[src/rtl/mac_pkg.sv]
// Shared definitions for the MAC accumulator slice: default widths, signed data
// types, FSM state encoding and accumulator clamp limits.
package mac_pkg;

    localparam int PROD_W_DEF = 16;
    localparam int ACC_W_DEF  = 32;
    localparam int CNT_W_DEF  = 16;

    typedef logic signed [PROD_W_DEF-1:0] prod_t;
    typedef logic signed [ACC_W_DEF-1:0]  acc_t;

    typedef enum logic {
        IDLE  = 1'b0,
        ACCUM = 1'b1
    } state_t;

    localparam acc_t ACC_MAX = {1'b0, {(ACC_W_DEF-1){1'b1}}};
    localparam acc_t ACC_MIN = {1'b1, {(ACC_W_DEF-1){1'b0}}};

endpackage

[src/rtl/mac_sat_add.sv]
// Signed W-bit adder reporting two's-complement overflow. With MAC_ACC_SAT_EN
// defined, overflowing results clamp to the most positive/negative value.
module mac_sat_add
    import mac_pkg::*;
#(
    parameter int W = ACC_W_DEF
) (
    input  logic signed [W-1:0] a,
    input  logic signed [W-1:0] b,
    output logic signed [W-1:0] sum,
    output logic                ovf
);

    localparam logic signed [W-1:0] SAT_MAX = {1'b0, {(W-1){1'b1}}};
    localparam logic signed [W-1:0] SAT_MIN = {1'b1, {(W-1){1'b0}}};

    logic signed [W-1:0] raw;

    // Overflow only when both operands share a sign the result does not.
    always_comb begin
        raw = a + b;
        ovf = (a[W-1] == b[W-1]) && (raw[W-1] != a[W-1]);
`ifdef MAC_ACC_SAT_EN
        if (ovf)
            sum = a[W-1] ? SAT_MIN : SAT_MAX;
        else
            sum = raw;
`else
        sum = raw;
`endif
    end

endmodule

[src/rtl/mac_accumulator.sv]
// Streams signed products into a wide accumulator and emits one registered
// sum per vector. Optional clamping arithmetic is selected by MAC_ACC_SAT_EN.
module mac_accumulator
    import mac_pkg::*;
#(
    parameter int PROD_W = PROD_W_DEF,
    parameter int ACC_W  = ACC_W_DEF,
    parameter int CNT_W  = CNT_W_DEF
) (
    input  logic                     clk,
    input  logic                     rst,
    input  logic signed [PROD_W-1:0] in_prod,
    input  logic                     in_valid,
    input  logic                     in_last,
    output logic                     in_ready,
    output logic signed [ACC_W-1:0]  out_data,
    output logic [CNT_W-1:0]         out_beats,
    output logic                     out_ovf,
    output logic                     out_valid,
    input  logic                     out_ready
);

    localparam logic [CNT_W-1:0] CNT_LIMIT = '1;

    state_t                   state_q, state_d;
    logic signed [ACC_W-1:0]  acc_q;
    logic [CNT_W-1:0]         cnt_q;
    logic                     ovf_q;

    logic signed [ACC_W-1:0]  prod_ext;
    logic signed [ACC_W-1:0]  add_sum;
    logic signed [ACC_W-1:0]  acc_next;
    logic                     add_ovf;
    logic                     accept;
    logic                     beat_last;
    logic                     load;
    logic [CNT_W-1:0]         cnt_inc;

    assign in_ready  = !out_valid || out_ready;
    assign accept    = in_valid && in_ready;
    assign prod_ext  = ACC_W'(in_prod);
    assign cnt_inc   = cnt_q + 1'b1;
    // A full counter forces a split so out_beats never wraps.
    assign beat_last = in_last || (cnt_q == CNT_LIMIT - 1'b1);
    assign load      = accept && beat_last;

    mac_sat_add #(.W(ACC_W)) u_add (
        .a   (acc_q),
        .b   (prod_ext),
        .sum (add_sum),
        .ovf (add_ovf)
    );

`ifdef MAC_ACC_SAT_EN
    // Once clamped, the accumulator stays pinned for the rest of the vector.
    assign acc_next = ovf_q ? acc_q : add_sum;
`else
    assign acc_next = add_sum;
`endif

    always_comb begin
        state_d = state_q;
        case (state_q)
            IDLE:    if (accept && !beat_last) state_d = ACCUM;
            ACCUM:   if (load)                 state_d = IDLE;
            default: state_d = IDLE;
        endcase
    end

    always_ff @(posedge clk) begin
        if (rst) begin
            state_q   <= IDLE;
            acc_q     <= '0;
            cnt_q     <= '0;
            ovf_q     <= 1'b0;
            out_data  <= '0;
            out_beats <= '0;
            out_ovf   <= 1'b0;
            out_valid <= 1'b0;
        end else begin
            state_q <= state_d;
            if (accept) begin
                if (beat_last) begin
                    acc_q <= '0;
                    cnt_q <= '0;
                    ovf_q <= 1'b0;
                end else begin
                    acc_q <= acc_next;
                    cnt_q <= cnt_inc;
                    ovf_q <= ovf_q || add_ovf;
                end
            end
            // A new load wins over a simultaneous drain, keeping the slot full.
            if (load) begin
                out_data  <= acc_next;
                out_beats <= cnt_inc;
                out_ovf   <= ovf_q || add_ovf;
                out_valid <= 1'b1;
            end else if (out_ready) begin
                out_valid <= 1'b0;
            end
        end
    end

endmodule
[config.mk]
export PLATFORM = sky130hd
export DESIGN_NAME = mac_accumulator
export DESIGN_NICKNAME = d
export VERILOG_FILES = /design/src/rtl/mac_pkg.sv /design/src/rtl/mac_sat_add.sv /design/src/rtl/mac_accumulator.sv
export SDC_FILE = /design/constraint.sdc
export NUM_CORES = 1
export LEC_CHECK = 0
export ABC_AREA = 0
export BUFFER_PORTS_ARGS = -buffer_cell sky130_fd_sc_hd__buf_2
export CAP_MARGIN = 5
export CORE_ASPECT_RATIO = 1.75
export CORE_MARGIN = 1
export CORE_UTILIZATION = 58
export DETAILED_ROUTE_END_ITERATION = 6
export HOLD_SLACK_MARGIN = 0.08
export PLACE_DENSITY = 0.87
export SKIP_CTS_REPAIR_TIMING = 1
export SYNTH_ARGS = -nofsm -noshare
export SYNTH_HDL_FRONTEND = slang
export SYNTH_SLANG_ARGS = --single-unit
[constraint.sdc]
create_clock -name clk -period 3.7 [get_ports clk]
set_clock_uncertainty 0.1 [all_clocks]
set_input_delay 0.555 -clock clk [delete_from_list [all_inputs] [get_ports clk]]
set_output_delay 0.555 -clock clk [all_outputs]
set_load 0.02 [all_outputs]
==> results.tsv, run 1 <==
stage	metric	value	unit
worst_hold_path	worst hold endpoint	out_data[24]	
placed_design	dpl cells	840	
timing	final hold vios	0	
route	final WL	13900	µm
clock_network	CTS root buf	clkbuf_16	
floorplanning	die height	131	µm
global_route	GRT overflow	0	
route	WL/cell	16.3	µm
worst_hold_path	Hold Crit Class	flop to flop	
synthesis	syn_nets	736	
clock_network	TritonCTS Buffers	9	
route	post-route ant nets	0	
global_route	global-route wire length before repair	23100	µm
worst_setup_path	Req. time, crit path	3.86	ns
worst_setup_path	CP arrival	3.32	ns
cells_and_area	layout cells sized above 1	15.6	%
placed_design	DPL Wire Length	9680	µm
floorplanning	Initial Utilization	60.5	%
route	Vias	5195	
clock_network	H-tree depth	3	
worst_setup_path	Worst path slowest cell	or4_1	
worst_setup_path	cell family with most CP delay	compound AO/OA/AOI/OAI gates	
timing	Final TNS setup	0	ns
timing	FMAX	316	MHz
clock_network	clk_lat worst skew	0.35	ns
synthesis	Yosys top cell area share	35.8	%
global_route	Overall Global Routing Usage	29.6	%
timing	Max-slew headroom	38.9	%
worst_setup_path	buffers plus inverters on the worst setup path	1	
global_route	antenna violations before repair	0	
floorplanning	die area	9960	µm²
placed_design	GP Congestion	0.944	
worst_setup_path	crit path launch type	input port	
synthesis	FF+latch count, synth	99	
worst_setup_path	R2R setup slack	0.68	ns
cells_and_area	Finished Layout Cells	855	
power_and_ir_drop	Peak supply drop	0.269	mV
floorplanning	Ports	72	
synthesis	Avg Inst Size Synth	8.13	µm²
timing	final setup vio count	0	
worst_setup_path	max incr delay on CP	0.48	ns
synthesis	Syn Std Cell Area	5540	µm²
floorplanning	Die W	75.9	µm
cells_and_area	most common cell after layout, fill and taps aside	nand2_1	
worst_setup_path	Max FO, Critical Path	19	
cells_and_area	register area	1980	µm²
clock_network	Clk pin slew, worst setup/hold paths	0.06	ns
clock_network	CTS Sinks	99	
timing	RSZ-0062 raised after global routing	no	
synthesis	post-synth top area cell	dfxtp_1	
cells_and_area	nets	786	
route	drc violations	0	
worst_setup_path	Worst setup EP type	flop	
worst_setup_path	Register-to-Register Path Depth	10	
cells_and_area	# fillers	735	
timing	fin crit share	85.5	%
synthesis	Synth area leaders	dfxtp_1, ha_1, a21oi_1	
cells_and_area	antenna cells	0	
power_and_ir_drop	Leakage Power	2.64	nW
global_route	largest net degree at the start of global routing	48	
cells_and_area	most frequent cells in the layout	nand2_1, dfxtp_1, a21oi_1	
global_route	vias in the first global route	5192	
floorplanning	Core ar.	9150	µm²
synthesis	FFs w/ async S/R, synth	0	%
route	DR pass1 iterations	4	
timing	slew of the pin with the lowest slew margin	0.912	ns
clock_network	clk buf depth	2	
worst_hold_path	hold-critical path depth	2	
placed_design	number of port buffers	71	
route	vias per std cell	6.08	
worst_setup_path	Setup CP Type	input port to flop	
synthesis	YS warnings	0	
timing	Slew Limit Fails	0	
clock_network	CTS tree	built	
timing	fin crit period	3.16	ns
synthesis	EDFF count, synth	0	
power_and_ir_drop	Pwr Density	413	nW/µm²
worst_setup_path	worst flop-to-flop path endpoint	out_data[28]	
worst_hold_path	hold wc startpoint	out_data[24]	
outcome	outcome	finished clean	
synthesis	predominant post-synthesis flop cell	dfxtp_1	
worst_setup_path	Reg2Reg Launch Point	acc_q[0]	
cells_and_area	area grow syn2layout	12.3	%
synthesis	Unique masters post-synth	61	
floorplanning	# rows	46	
route	Iteration-0 DRC Markers	334	
worst_setup_path	Critical Path, Cell by Cell	buf_2, ha_1, a21o_1, a31oi_4, o22ai_1, or4_1, o221a_2, xor2_2, xnor2_1, a211oi_1	
timing	Hold WS	0.352	ns
run	max cap viols	0	
synthesis	register area share after synthesis	35.8	%
synthesis	Cells after Synth	681	
cells_and_area	area of the multi-input gates	3370	µm²
## worst register-to-register path: stages, from the launching register on
cell and delay (ns):
dfxtp_1 0.31, ha_1 0.22, fa_1 0.43, a21o_1 0.20, a221o_1 0.39, a21oi_4 0.22
o21ai_2 0.16, a31oi_2 0.25, and3_1 0.24, nor4_1 0.06, a311o_1 0.34
## area by class of cell
type | count | area share (%)
Multi-Input combinational cell | 535 | 54.2
Sequential cell | 99 | 31.9
Timing Repair Buffer | 81 | 6.92
Clock buffer | 11 | 3.90
Tap cell | 120 | 2.41
Clock inverter | 4 | 0.422
Inverter | 5 | 0.302
## routing by layer
metal	up-vias	track usage (%)	share of wire [%]
li1	2545	-	-
met1	2451	32.0	38
met2	147	51.5	54
met5	-	0	0
met4	0	16.4	4.2
met3	52	5.21	3.7
## registers in the layout, indices dropped and copies added, names as in the netlist
register	count
acc_q	32
cnt_q	16
out_beats	16
out_data	32
out_ovf	1
out_valid	1
ovf_q	1
## cell usage after synthesis, drive strengths merged, types with 15 or more instances
| cell type | n |
|---|---|
| a22o | 15 |
| xor2 | 22 |
| nand2 | 102 |
| a21oi | 78 |
| nor2 | 67 |
| ha | 33 |
| xnor2 | 23 |
| nand3 | 21 |
| o21ai | 24 |
| dfxtp | 99 |
| nor3 | 16 |
| clkbuf | 28 |
| a211oi | 20 |
## logic make-up after synthesis
group	Yosys count	share of synthesized area, %
compound gates	199	24.3
xor+xnor	45	7.25
simple gates	256	21.1
mux	1	0.181
fa+ha+maj	34	7.82
buf+inv	47	3.48
flops	99	35.8
## stage by stage
| stage | power [mW] | area, µm² | worst slack, ns | utilization (%) |
|---|---|---|---|---|
| floorplan | 1.57 | 5540 | 0.723 | - |
| global placement | 1.69 | 5950 | 0.322 | 65.0 |
| detailed placement | 1.71 | 5950 | 0.253 | 65.0 |
| CTS | 2.57 | 6220 | 0.586 | 68.0 |
| global route | 2.69 | 6220 | 0.428 | 68.0 |
| finish | 2.57 | 6220 | 0.538 | 68.0 |
## how the worst max path moves through the flow
stage                        end   startpoint  depth (start not counted)  slack, ns
floorplan           out_data[28]   in_prod[0]                         10       0.72
global placement    out_data[31]  in_prod[15]                         10       0.32
detailed placement  out_data[31]  in_prod[15]                         10       0.25
CTS                 out_data[31]  in_prod[15]                         10       0.59
global route        out_data[31]  in_prod[15]                         10       0.43
finish              out_data[31]  in_prod[15]                         10       0.54
## report_power, final
group	switching [mW]	internal, mW	leakage (nW)
logic	0.349	0.194	1.70
clock network	0.403	0.471	0.132
registers	0.0320	1.12	0.808
total	0.784	1.79	2.64
No activity file was read; power rests on OpenSTA's default activity.
==> inputs of run 2 (changes only) <==
CORE_UTILIZATION = 53   (was 58)
PLACE_DENSITY = 0.84   (was 0.87)
SETUP_SLACK_MARGIN = 0.4   (was unset)
clock period = 2.8 ns   (was 3.7 ns; I/O delays follow)
==> run 2 against run 1 <==
  * Via count grew 10%
  * Core utilization up 2.9 points
  * Critical path depth is the same
  * Die area up 9.2%
  * Clock power is 36% higher
  * Global-route usage is essentially flat
  * Hold slack lost 0.033 ns
  * First-iteration DRC count is 15% lower
  * Total power rose by 43%
  * Largest cell class unchanged
  * Highest routed layer unchanged
==> results.tsv, run 2 (synthesis gave the netlist of run 1 again) <==
stage	metric	value	unit
outcome	outcome	finished clean	
timing	RSZ-0062 raised after global routing	yes	
worst_setup_path	Reg2Reg Launch Point	acc_q[1]	
worst_setup_path	worst flop-to-flop path endpoint	acc_q[26]	
worst_setup_path	Max FO, Critical Path	3	
floorplanning	# rows	49	
timing	slew of the pin with the lowest slew margin	0.631	ns
worst_setup_path	Req. time, crit path	2.95	ns
worst_setup_path	CP arrival	2.88	ns
route	final WL	16800	µm
worst_setup_path	buffers plus inverters on the worst setup path	1	
placed_design	GP Congestion	0.931	
worst_setup_path	max incr delay on CP	0.39	ns
floorplanning	Initial Utilization	54.1	%
global_route	largest net degree at the start of global routing	53	
worst_setup_path	Setup CP Type	flop to flop	
cells_and_area	Final Cell Area	7260	µm²
floorplanning	die area	10900	µm²
power_and_ir_drop	Peak supply drop	0.362	mV
global_route	most used routing layer	met2	
route	vias per std cell	6.16	
global_route	met1 usage	30.1	%
timing	FMAX	367	MHz
placed_design	number of port buffers	71	
route	DR pass1 iterations	5	
timing	Slew Limit Fails	0	
clock_network	CTS tree	built	
global_route	vias in the first global route	5540	
worst_setup_path	cell family with most CP delay	compound AO/OA/AOI/OAI gates	
route	drc violations	0	
floorplanning	Die W	79.3	µm
placed_design	setup slack at placement	-0.256	ns
run	max cap viols	0	
cells_and_area	antenna cells	0	
worst_setup_path	worst setup path endpoint	acc_q[26]	
worst_hold_path	Hold Crit Class	input port to flop	
timing	final worst slack	0.0718	ns
worst_setup_path	crit path launch type	flop	
floorplanning	Core ar.	10200	µm²
worst_setup_path	Worst path slowest cell	fa_2	
cells_and_area	most frequent cells in the layout	nand2_1, dfxtp_1, buf_4	
global_route	GR met3 Demand/Resource	4.37	%
worst_setup_path	Register-to-Register Path Depth	10	
cells_and_area	layout cells sized above 1	30.1	%
power_and_ir_drop	clock share of power	32.5	%
timing	final hold vios	0	
timing	Max-slew headroom	57.9	%
power_and_ir_drop	Leakage Power	3.08	nW
timing	fin crit share	97.4	%
cells_and_area	most common cell after layout, fill and taps aside	nand2_1	
floorplanning	Ports	72	
route	Vias	5731	
power_and_ir_drop	Comb power frac	25.7	%
global_route	GRT overflow	0	
worst_setup_path	R2R setup slack	0.07	ns
cells_and_area	nets	856	
power_and_ir_drop	switching share of power	31.2	%
global_route	global-route wire length before repair	25200	µm
cells_and_area	Finished Core Util	70.9	%
global_route	antenna violations before repair	0	
route	Iteration-0 DRC Markers	283	
global_route	grt met2 use	55.7	%
route	WL/cell	18.0	µm
power_and_ir_drop	Sw Pwr	1.14	mW
power_and_ir_drop	Pwr Density	505	nW/µm²
cells_and_area	area grow syn2layout	31.1	%
worst_setup_path	Worst setup EP type	flop	
global_route	Overall Global Routing Usage	29.5	%
route	post-route ant nets	0	
power_and_ir_drop	Pint	2.53	mW
worst_setup_path	Critical Path, Cell by Cell	buf_4, fa_2, a21o_1, a221o_1, a21oi_4, o21ai_4, a211oi_4, o21bai_1, xor2_1, a22o_1	
clock_network	clk buf depth	2	
worst_hold_path	hold-critical path depth	3	
clock_network	CTS Sinks	99	
clock_network	Clk pin slew, worst setup/hold paths	0.07	ns
power_and_ir_drop	sequential power share	41.8	%
worst_setup_path	worst setup path startpoint	acc_q[1]	
cells_and_area	biggest regs	acc_q: 32 flops, out_data: 32 flops	
timing	fin crit period	2.73	ns
placed_design	DP Area	6590	µm²
timing	final setup vio count	0	
clock_network	CTS root buf	clkbuf_16	
clock_network	clk_lat worst skew	0.35	ns
clock_network	TritonCTS Buffers	9	
timing	Hold WS	0.319	ns
worst_setup_path	Crit path depth	10	
clock_network	H-tree depth	3	
placed_design	DPL Wire Length	11200	µm
floorplanning	die height	137	µm
cells_and_area	# fillers	746	
[run 2: cell types whose count changed in the layout (fill, tap and decap cells not counted), moves of 8 or more]
cell,before,now
buf_4,10,72
ha_1,33,20
ha_4,0,11
xnor2_1,23,15
[run 2: area by class of cell]
type / count / area (µm²) / share of cell area [%]
multi-input cells: 535 / 3800 / 52.4
flip-flops and latches: 99 / 1990 / 27.5
repair buffers: 151 / 1010 / 13.9
clock buffers: 11 / 253 / 3.48
well taps: 127 / 159 / 2.19
clock inverters: 3 / 23.8 / 0.327
inverters: 5 / 18.8 / 0.259
[run 2: worst reg2reg max path: cells and delay by family (launching register included)]
| family | cells | cell delay, ns |
|---|---|---|
| AOI/OAI and AO/OA | 7 | 1.48 |
| xor gates and xnor gates | 1 | 0.15 |
| adders and majority gates | 1 | 0.39 |
| buffers and inverters | 1 | 0.14 |
| DFF | 1 | 0.36 |
[run 2: how the worst min path moves through the flow]
| stage | start | to | slack (ns) |
|---|---|---|---|
| 3_5_place_dp | out_data[13] | out_data[13] | 0.35 |
| 4_1_cts | out_ready | out_valid | 0.31 |
| 2_1_floorplan | acc_q[3] | acc_q[3] | 0.34 |
| 3_3_place_gp | out_data[29] | out_data[29] | 0.34 |
| 6_report | out_ready | out_valid | 0.32 |
| 5_1_grt | out_ready | out_valid | 0.34 |
[run 2: power groups by stage]
| stage | Combinational [mW] | Clock, mW | Sequential, mW |
|---|---|---|---|
| after CTS | 0.836 | 1.20 | 1.53 |
| after global routing | 1.01 | 1.25 | 1.54 |
| after floorplan | 0.486 | 0 | 1.61 |
| after detailed placement | 0.827 | 0 | 1.56 |
| after global placement | 0.798 | 0 | 1.56 |
| final | 0.943 | 1.19 | 1.53 |
[run 2: per-stage QoR]
step                       TNS, ns  total power, mW  instances
final                            0             3.67        931
after global routing      -0.00939             3.80        931
after CTS                        0             3.57        925
after detailed placement     -2.23             2.39        911
after global placement       -1.39             2.36        911
after floorplan                  0             2.10        681
[run 2: layer usage]
metal  share of wire (%)  wire (µm)  up-vias
met1                  36       6070     2735
met5                   0          0        -
met4                 4.7        789        0
li1                    -          -     2673
met3                 4.7        788       77
met2                  55       9160      246
==> inputs of run 3 (changes only) <==
CORE_UTILIZATION = 35   (was 53)
PLACE_DENSITY = 0.6   (was 0.84)
clock period = 3 ns   (was 2.8 ns; I/O delays follow)
==> run 3 against run 2 <==
  * Setup slack better by 0.24 ns
  * Register-to-register slack better by 0.24 ns
  * Design area is 0.14% lower
  * Core utilization shrank 24 points
  * Count of clock-buffer cells in the layout fell by 2
  * Wire length fell by 2.9%
  * Critical path depth increased by 2
  * Sequential cell count stayed put
  * Sequential power is 7% lower
  * Largest cell class unchanged
==> results.tsv, run 3 (synthesis gave the netlist of run 1 again) <==
stage	metric	value	unit
power_and_ir_drop	Sw Pwr	1.05	mW
power_and_ir_drop	Pwr Density	474	nW/µm²
cells_and_area	most common cell after layout, fill and taps aside	nand2_1	
worst_setup_path	worst flop-to-flop path endpoint	acc_q[30]	
clock_network	CTS Sinks	99	
floorplanning	die area	16300	µm²
floorplanning	Die W	97.1	µm
timing	RSZ-0062 raised after global routing	yes	
worst_setup_path	Reg2Reg Launch Point	acc_q[0]	
power_and_ir_drop	clock share of power	33.6	%
timing	Final TNS setup	0	ns
worst_hold_path	worst hold endpoint	out_valid	
global_route	GRT overflow	0	
global_route	global-route wire length before repair	24900	µm
worst_setup_path	Register-to-Register Path Depth	12	
placed_design	setup slack at placement	-0.0756	ns
floorplanning	die height	168	µm
worst_setup_path	CP arrival	2.82	ns
placed_design	DPL Wire Length	11500	µm
route	WL/cell	16.6	µm
worst_setup_path	crit path launch type	flop	
worst_setup_path	Max FO, Critical Path	3	
global_route	Overall Global Routing Usage	18.6	%
floorplanning	Core ar.	15400	µm²
route	DR pass1 iterations	4	
clock_network	clk buf depth	2	
clock_network	TritonCTS Buffers	9	
timing	Slew Limit Fails	0	
route	vias per std cell	5.49	
worst_setup_path	R2R setup slack	0.32	ns
timing	fin crit period	2.68	ns
global_route	antenna violations before repair	0	
power_and_ir_drop	total power	3.43	mW
cells_and_area	most frequent cells in the layout	nand2_1, dfxtp_1, a21oi_1	
floorplanning	# rows	60	
cells_and_area	antenna cells	0	
cells_and_area	biggest regs	acc_q: 32 flops, out_data: 32 flops	
worst_setup_path	Req. time, crit path	3.13	ns
timing	Hold WS	0.345	ns
cells_and_area	area grow syn2layout	30.9	%
floorplanning	Ports	72	
placed_design	GP Congestion	0.912	
worst_hold_path	Hold Crit Class	input port to flop	
clock_network	Clk pin slew, worst setup/hold paths	0.07	ns
worst_setup_path	max incr delay on CP	0.35	ns
route	drc violations	0	
route	Vias	5399	
worst_hold_path	hold-critical path depth	3	
placed_design	number of port buffers	71	
cells_and_area	nets	849	
cells_and_area	layout cells sized above 1	29.0	%
power_and_ir_drop	switching share of power	30.6	%
timing	slew of the pin with the lowest slew margin	0.879	ns
clock_network	clk_lat worst skew	0.35	ns
clock_network	CTS tree	built	
floorplanning	Initial Utilization	36.0	%
global_route	largest net degree at the start of global routing	37	
power_and_ir_drop	Leakage Power	3.02	nW
run	max cap viols	0	
timing	FMAX	373	MHz
timing	final setup vio count	0	
outcome	outcome	finished clean	
power_and_ir_drop	Peak supply drop	0.227	mV
power_and_ir_drop	Pint	2.38	mW
power_and_ir_drop	Comb power frac	24.8	%
route	post-route ant nets	0	
global_route	vias in the first global route	5228	
route	Iteration-0 DRC Markers	216	
clock_network	CTS root buf	clkbuf_16	
worst_setup_path	Setup CP Type	flop to flop	
worst_setup_path	Critical Path, Cell by Cell	ha_4, fa_2, a21o_1, a221o_1, a21oi_4, o21ai_4, a31oi_4, buf_4, buf_6, o21ai_2, xor2_1, a22o_1	
timing	Max-slew headroom	41.4	%
timing	fin crit share	89.4	%
route	final WL	16300	µm
timing	final worst slack	0.317	ns
timing	final hold vios	0	
worst_setup_path	Worst path slowest cell	a221o_1	
clock_network	H-tree depth	3	
cells_and_area	Finished Core Util	47.1	%
worst_hold_path	hold wc startpoint	out_ready	
power_and_ir_drop	sequential power share	41.6	%
worst_setup_path	Worst setup EP type	flop	
[run 3: metrics by stage]
step,instances,area (µm²)
final,983,7250
after global routing,983,7250
after CTS,969,6760
after detailed placement,955,6480
after global placement,955,6480
after floorplan,681,5630
[run 3: metal layers]
| layer | vias to the layer above | global-route usage, % | routed length [µm] |
|---|---|---|---|
| li1 | 2671 | - | - |
| met4 | 0 | 9.34 | 469 |
| met5 | - | 0 | 0 |
| met1 | 2547 | 19.5 | 6260 |
| met3 | 31 | 2.45 | 580 |
| met2 | 150 | 35.8 | 9010 |
[run 3: final cells by class]
class | instances | area [µm²]
clock inverters | 5 | 53.8
multi-input cells | 536 | 3780
clock buffers | 9 | 225
flip-flops and latches | 99 | 2000
inverters | 5 | 18.8
well taps | 186 | 233
fillers | 1484 | 8140
repair buffers | 143 | 940
[run 3: worst max-delay path by stage]
stage	cells past startpoint	endpoint	slack, ns	start
2_1_floorplan	10	acc_q[26]	0.22	in_prod[0]
3_3_place_gp	11	out_data[27]	0.005	in_prod[15]
3_5_place_dp	11	out_data[31]	-0.08	in_prod[15]
4_1_cts	10	acc_q[26]	0.20	acc_q[0]
5_1_grt	12	acc_q[30]	0.21	acc_q[0]
6_report	12	acc_q[30]	0.32	acc_q[0]
[run 3: critical path, delay by kind of cell (launching register included)]
kind	cells	cell delay (ns)
AOI/OAI and AO/OA	7	1.26
adders and majority gates	2	0.50
DFF	1	0.34
buffers and inverters	2	0.22
xor gates and xnor gates	1	0.15
[run 3: power groups by stage]
stage | combinational, mW | clock, mW | sequential (mW)
2_1_floorplan | 0.447 | 0 | 1.50
5_1_grt | 0.923 | 1.22 | 1.44
3_5_place_dp | 0.756 | 0 | 1.46
3_3_place_gp | 0.745 | 0 | 1.46
6_report | 0.852 | 1.15 | 1.43
4_1_cts | 0.760 | 1.18 | 1.43
